$ cat src/rtl/serial_subtractor.sv
// rtl/serial_subtractor.sv - bit-serial WIDTH-bit subtractor D = A - B with start/done handshake
module serial_subtractor #(
    parameter int WIDTH = 4,
    parameter int CW    = 3
) (
    input  logic             clk,
    input  logic             rst,
    input  logic             start,
    input  logic [WIDTH-1:0] A,
    input  logic [WIDTH-1:0] B,
    output logic [WIDTH-1:0] D,
    output logic             Bo,
    output logic             Z,
    output logic             busy,
    output logic             done
);

    typedef enum logic [1:0] {
        IDLE  = 2'd0,
        SHIFT = 2'd1,
        DONE  = 2'd2
    } state_t;

    state_t state;
    state_t state_next;

    logic [WIDTH-1:0] a_sr;
    logic [WIDTH-1:0] b_sr;
    // Holds the WIDTH-1 difference bits produced so far, MSB-aligned.
    logic [WIDTH-2:0] d_sr;
    logic             borrow;
    logic [CW-1:0]    cnt;

    logic             a_bit;
    logic             b_bit;
    logic             d_bit;
    logic             borrow_next;
    logic             last_shift;
    logic [WIDTH-1:0] d_final;

    // Single full-subtractor cell working on the current LSBs.
    always_comb begin
        a_bit       = a_sr[0];
        b_bit       = b_sr[0];
        d_bit       = a_bit ^ b_bit ^ borrow;
        borrow_next = (~a_bit & b_bit) | (~(a_bit ^ b_bit) & borrow);
        d_final     = {d_bit, d_sr};
        last_shift  = (cnt == CW'(WIDTH - 1));
    end

    // State register.
    always_ff @(posedge clk) begin
        if (rst) begin
            state <= IDLE;
        end else begin
            state <= state_next;
        end
    end

    // Next-state logic.
    always_comb begin
        state_next = state;
        case (state)
            IDLE:    if (start) state_next = SHIFT;
            SHIFT:   if (last_shift) state_next = DONE;
            DONE:    state_next = IDLE;
            default: state_next = IDLE;
        endcase
    end

    // Handshake outputs decoded from the state.
    always_comb begin
        busy = (state != IDLE);
        done = (state == DONE);
    end

    // Operand capture, serial shifting and result registration on DONE entry.
    always_ff @(posedge clk) begin
        if (rst) begin
            a_sr   <= '0;
            b_sr   <= '0;
            d_sr   <= '0;
            borrow <= 1'b0;
            cnt    <= '0;
            D      <= '0;
            Bo     <= 1'b0;
            Z      <= 1'b0;
        end else begin
            case (state)
                IDLE: begin
                    if (start) begin
                        a_sr   <= A;
                        b_sr   <= B;
                        d_sr   <= '0;
                        borrow <= 1'b0;
                        cnt    <= '0;
                    end
                end
                SHIFT: begin
                    a_sr   <= {1'b0, a_sr[WIDTH-1:1]};
                    b_sr   <= {1'b0, b_sr[WIDTH-1:1]};
                    d_sr   <= d_final[WIDTH-1:1];
                    borrow <= borrow_next;
                    cnt    <= cnt + 1'b1;
                    if (last_shift) begin
                        D  <= d_final;
                        Bo <= borrow_next;
                        Z  <= (d_final == '0);
                    end
                end
                default: ;
            endcase
        end
    end

endmodule

$ cat config.mk
export PLATFORM = sky130hd
export DESIGN_NAME = serial_subtractor
export DESIGN_NICKNAME = d
export VERILOG_FILES = /design/src/rtl/serial_subtractor.sv
export SDC_FILE = /design/constraint.sdc
export NUM_CORES = 1
export LEC_CHECK = 0
export CELL_PAD_IN_SITES_DETAIL_PLACEMENT = 1
export CELL_PAD_IN_SITES_GLOBAL_PLACEMENT = 1
export CORE_UTILIZATION = 34
export DETAILED_ROUTE_END_ITERATION = 16
export HOLD_SLACK_MARGIN = 0.02
export PLACE_DENSITY = 0.82
export SYNTH_ARGS = -nofsm -noshare
export SYNTH_HDL_FRONTEND = slang
export SYNTH_SLANG_ARGS = --single-unit
$ cat constraint.sdc
create_clock -name clk -period 1.47 [get_ports clk]
set_input_delay 0.294 -clock clk [delete_from_list [all_inputs] [get_ports clk]]
set_output_delay 0.294 -clock clk [all_outputs]
set_load 0.02 [all_outputs]
## Word-level counts from Yosys, hierarchy flattened

Cells that the tools add are included.

- Logic and storage cells: 41
- Output and inout port bits: 8
- Register bits after elaboration: 23
- Input bits: 11

- Muxes and demuxes: 12
- Bitwise gates (word level): 7
- Reductions and logical operators: 7
- $add $sub $neg: 1
- Equal/unequal tests: 5

Operators with widths:

| kind | count |
|---|---|
| 4-bit case mux with 2 select lines | 2 |
| 3-bit case mux with 2 select lines | 2 |
| 4-bit two-way mux | 2 |
| 2-bit AND reduction | 3 |
| 4-bit logical NOT | 1 |
| 2-bit two-way mux | 2 |
| 2-bit inequality test, second input constant | 2 |
| 2-bit case mux with 2 select lines | 1 |
| 2-bit nonzero test | 2 |
| 3-bit by 1-bit adder with 3-bit output, second input constant | 1 |
| 3-bit by 2-bit equality test with 1-bit output, second input constant | 1 |
| 3-bit two-way mux | 1 |
| 1-bit bitwise AND | 2 |
| 2-bit by 1-bit equality test with 1-bit output, second input constant | 1 |
| 2-bit equality test, second input constant | 1 |
| 2-bit logical NOT | 1 |
| 1-bit NOT | 2 |
| 1-bit case mux with 2 select lines | 1 |
| 1-bit XOR | 2 |
| 1-bit two-way mux | 1 |
| 1-bit bitwise OR | 1 |

## Depth between registers and ports, before layout

- Depth after elaboration: 5
- Mapped depth: 5
- Mapped depth without buffers: 5

## Worst setup path before layout

No wires, ideal clock.

- Path type: register -> register
- Start: register b_sr[0]
- End: register Z
- Cell stages (with the launch flop): 6
- Period minus slack after synthesis: 1451 ps
- Slack: 19 ps
- Path buffers: 0
- Data required time: 1404 ps
- Setup time: 66 ps
- Data arrival time: 1385 ps
- Path through: dfxtp_1 inv_1 fa_1 nor4_1 nand3_2 a21oi_2

- Word-level cells in the longest chain between the ends: 3

RTL lines:

| element | line | source |
|---|---|---|
| start, declared | 28 | `logic [WIDTH-1:0] b_sr;` |
| start signal, assigned | 101 | `b_sr <= {1'b0, b_sr[WIDTH-1:1]};` |
| 1-bit XOR (2 in series) | 45 | `d_bit = a_bit ^ b_bit ^ borrow;` |
| net d_bit | 36 | `logic d_bit;` |
| 4-bit logical NOT | 108 | `Z <= (d_final == '0);` |
| end signal, assigned | 108 |  |
| end, declared | 13 | `output logic Z,` |

The timed path passes the listed nets, and every way through them passes these cells.
A chain may end at the register's enable or synchronous reset.

## Final worst setup path

Ends and elaborated chain as after synthesis.

==> key figures <==
Worst setup path
  – Worst EP arrival: 1630 ps
  – Critical path, cell by cell: inv_1 > fa_2 > nor4_4 > nand3_2 > a21oi_2
  – CP max FO: 2
  – WP data required: 1740 ps
  – Critical path launch point type: register
  – Largest stage delay on the critical path: 480 ps
  – Kind of critical path: register to register
  – Critical path's top delay family: adder cells
  – CP endpoint kind: register
  – Crit-path slowest cell: fa_2
  – Bufs and invs on worst path: 1

Job
  – Number of max-cap violations: 0

Final layout
  – Fillers: 328
  – Antenna diodes: 0
  – Register area: 462 um2
  – Non-Filler Instances: 155
  – Layout overhead on the synthesized area: 28.4%
  – Layout Nets: 139
  – Multi-input logic area: 469 um2
  – Fin util: 0.462
  – Share of layout cells above drive strength 1: 0.250
  – Post-route cell area: 1270 um2

Place
  – Final GP Congestion: 0.751
  – DP Cell Count: 151
  – Dpl cell area: 1240 um2
  – I/O Buffers: 18
  – Setup WS pre-CTS: -145 ps
  – Half-perimeter wire length after placement: 1.70 mm

Detailed routing
  – Number of DRC markers in iteration 0: 8
  – WL/cell: 14.2 um
  – DRT Pass-1 Iters: 4
  – # DRC: 0
  – Avg Vias per Cell: 5.06
  – Final ANT Viol Nets: 0
  – Vias post-DR: 784
  – Routed Wire Length: 2.20 mm

Synthesis
  – Post-synth EDFFs: 0
  – Synthesized Nets: 113
  – Top cells by count, synth: 23 x dfxtp_1, 17 x nor2_1, 11 x inv_1
  – Synth cell types: 27
  – Synth top area share: 0.464
  – Synth top area cells: dfxtp_1 46%, nor2_1 6.4%, mux2i_1 6.1%
  – Yosys top cell by area: dfxtp_1
  – Post-synthesis sequential area ratio: 0.464
  – Most frequent cell after synthesis: dfxtp_1
  – Post-Synthesis Cells: 99
  – Yosys Warn Count: 0
  – Seq cells post-synth: 23
  – Post-synth top flop: dfxtp_1
  – Ys async rst share: 0
  – Avg Inst Size Synth: 10.0 um2
  – Synth Cell Area: 992 um2

Power
  – Tot Pwr: 1.16 mW
  – LEAKAGE: 0.559 nW
  – Maximum vdd drop: 0.000761 V
  – Power Dens Cells: 910 nW/um2

Global route
  – Vias in the first global route: 819
  – Total grt overflow: 0
  – Pin count of the biggest net entering global routing: 24
  – Gr usage total: 0.157
  – Initial antenna violation count: 0
  – First-pass GRT wire length: 3.71 mm

Clock network
  – Reg clk slew, reported paths: 130 ps
  – TritonCTS Buffers: 3
  – Root Buffer: clkbuf_4
  – CTS H-Tree Depth: 1
  – CTS Sinks: 23
  – Setup Buffers After CTS: 0
  – Clock Path Buffers: 2
  – Clock Latency Late Sink: 320 ps
  – CTS tree: yes
  – Post-CTS Hold Buffers: 0

Timing
  – Slack of the critical path: 105 ps
  – Min cycle time layout: 1370 ps
  – Max-slew violations: 0
  – Fin Setup TNS: 0 ps
  – Max_slew headroom: 0.730
  – Skew final: 5.91 ps
  – Final Hold Viols: 0
  – Period utilization: 0.929
  – Final setup viols: 0
  – Fmax: 0.733 GHz
  – RSZ-0062 raised after global routing: no
  – Min Hold Slack: 470 ps
  – Actual slew at the worst max-slew pin: 404 ps

Floorplan
  – Die X: 56.0 um
  – Die Area: 3140 um2
  – IO Pins: 19
  – Core ar.: 2760 um2
  – Die Ht: 56.0 um
  – FP Rows: 19
  – Initial core utilization: 0.360

Min path
  – HP Class: register to register

Run status
  – Outcome: completed
==> path summary, 6_finish.rpt <==
path | from | end | slack, ps | cells after the start
worst max-delay path | b_sr[0] | Z | 100 | 5
worst min-delay path | Z | Z | 470 | 2
worst max register to register | b_sr[0] | Z | 100 | 5
worst min register to register | Z | Z | 470 | 2
==> timing repair <==
action,CTS,global route
cloned,0,0
setup endpoints to repair,9,3
pin swaps,1,0
gates resized for setup,12,4
==> routing by layer <==
metal | track usage | wire length (um)
met5 | 0 | 0
met4 | 0.0592 | 34
met3 | 0.0512 | 74
met2 | 0.276 | 1180
met1 | 0.176 | 908
==> power breakdown <==
part	switching [mW]	internal, mW
sequential	0.0181	0.650
clock	0.195	0.102
combinational	0.0899	0.105
==> flip-flops by register name (all words and copies together), names as in the netlist <==
name / cells
D: 4
a_sr: 4
b_sr: 4
cnt: 3
d_sr: 3
state: 2
Bo: 1
Z: 1
borrow: 1
==> area by class of cell <==
type                            count  share of cell area
Clock inverter                      1             0.00393
Inverter                           11              0.0324
Tap cell                           31              0.0305
Sequential cell                    23               0.362
Timing Repair Buffer               26               0.185
Clock buffer                        3              0.0177
Multi-Input combinational cell     60               0.368
==> cells by family after synthesis <==
family	share of synthesized area
mux	0.0605
simple gates	0.143
flops	0.464
buf+inv	0.0807
compound gates	0.207
fa+ha+maj	0.0454
==> tightest hold or removal path: cells and delay by family, from the launching register on <==
kind             cells  cell delay (ps)
AND/OR/NAND/NOR      1               70
flip-flops           1              330
AO/OA/AOI/OAI        1               50
==> placed cells by master, fill, tap and decap left out, drive strengths merged <==
cell | Yosys | routed
dfxtp | 23 | 23
nor2 | 17 | 17
inv | 11 | 11
clkdlybuf4s50 | 0 | 10
buf | 4 | 8
a21oi | 8 | 8
a22oi | 6 | 6
mux2i | 6 | 6
dlygate4sd2 | 0 | 6
o221a | 6 | 6
clkbuf | 1 | 5
a2bb2oi | 2 | 2
nand2 | 2 | 2
ha | 2 | 2
and2b | 1 | 1
o21bai | 1 | 1
nor2b | 1 | 1
or2b | 1 | 1
nor3 | 1 | 1
nand3b | 1 | 1
a311oi | 1 | 1
nor4 | 1 | 1
nand3 | 1 | 1
nor3b | 1 | 1
fa | 1 | 1
clkinv | 0 | 1
Power figures use the tool's default switching activity.
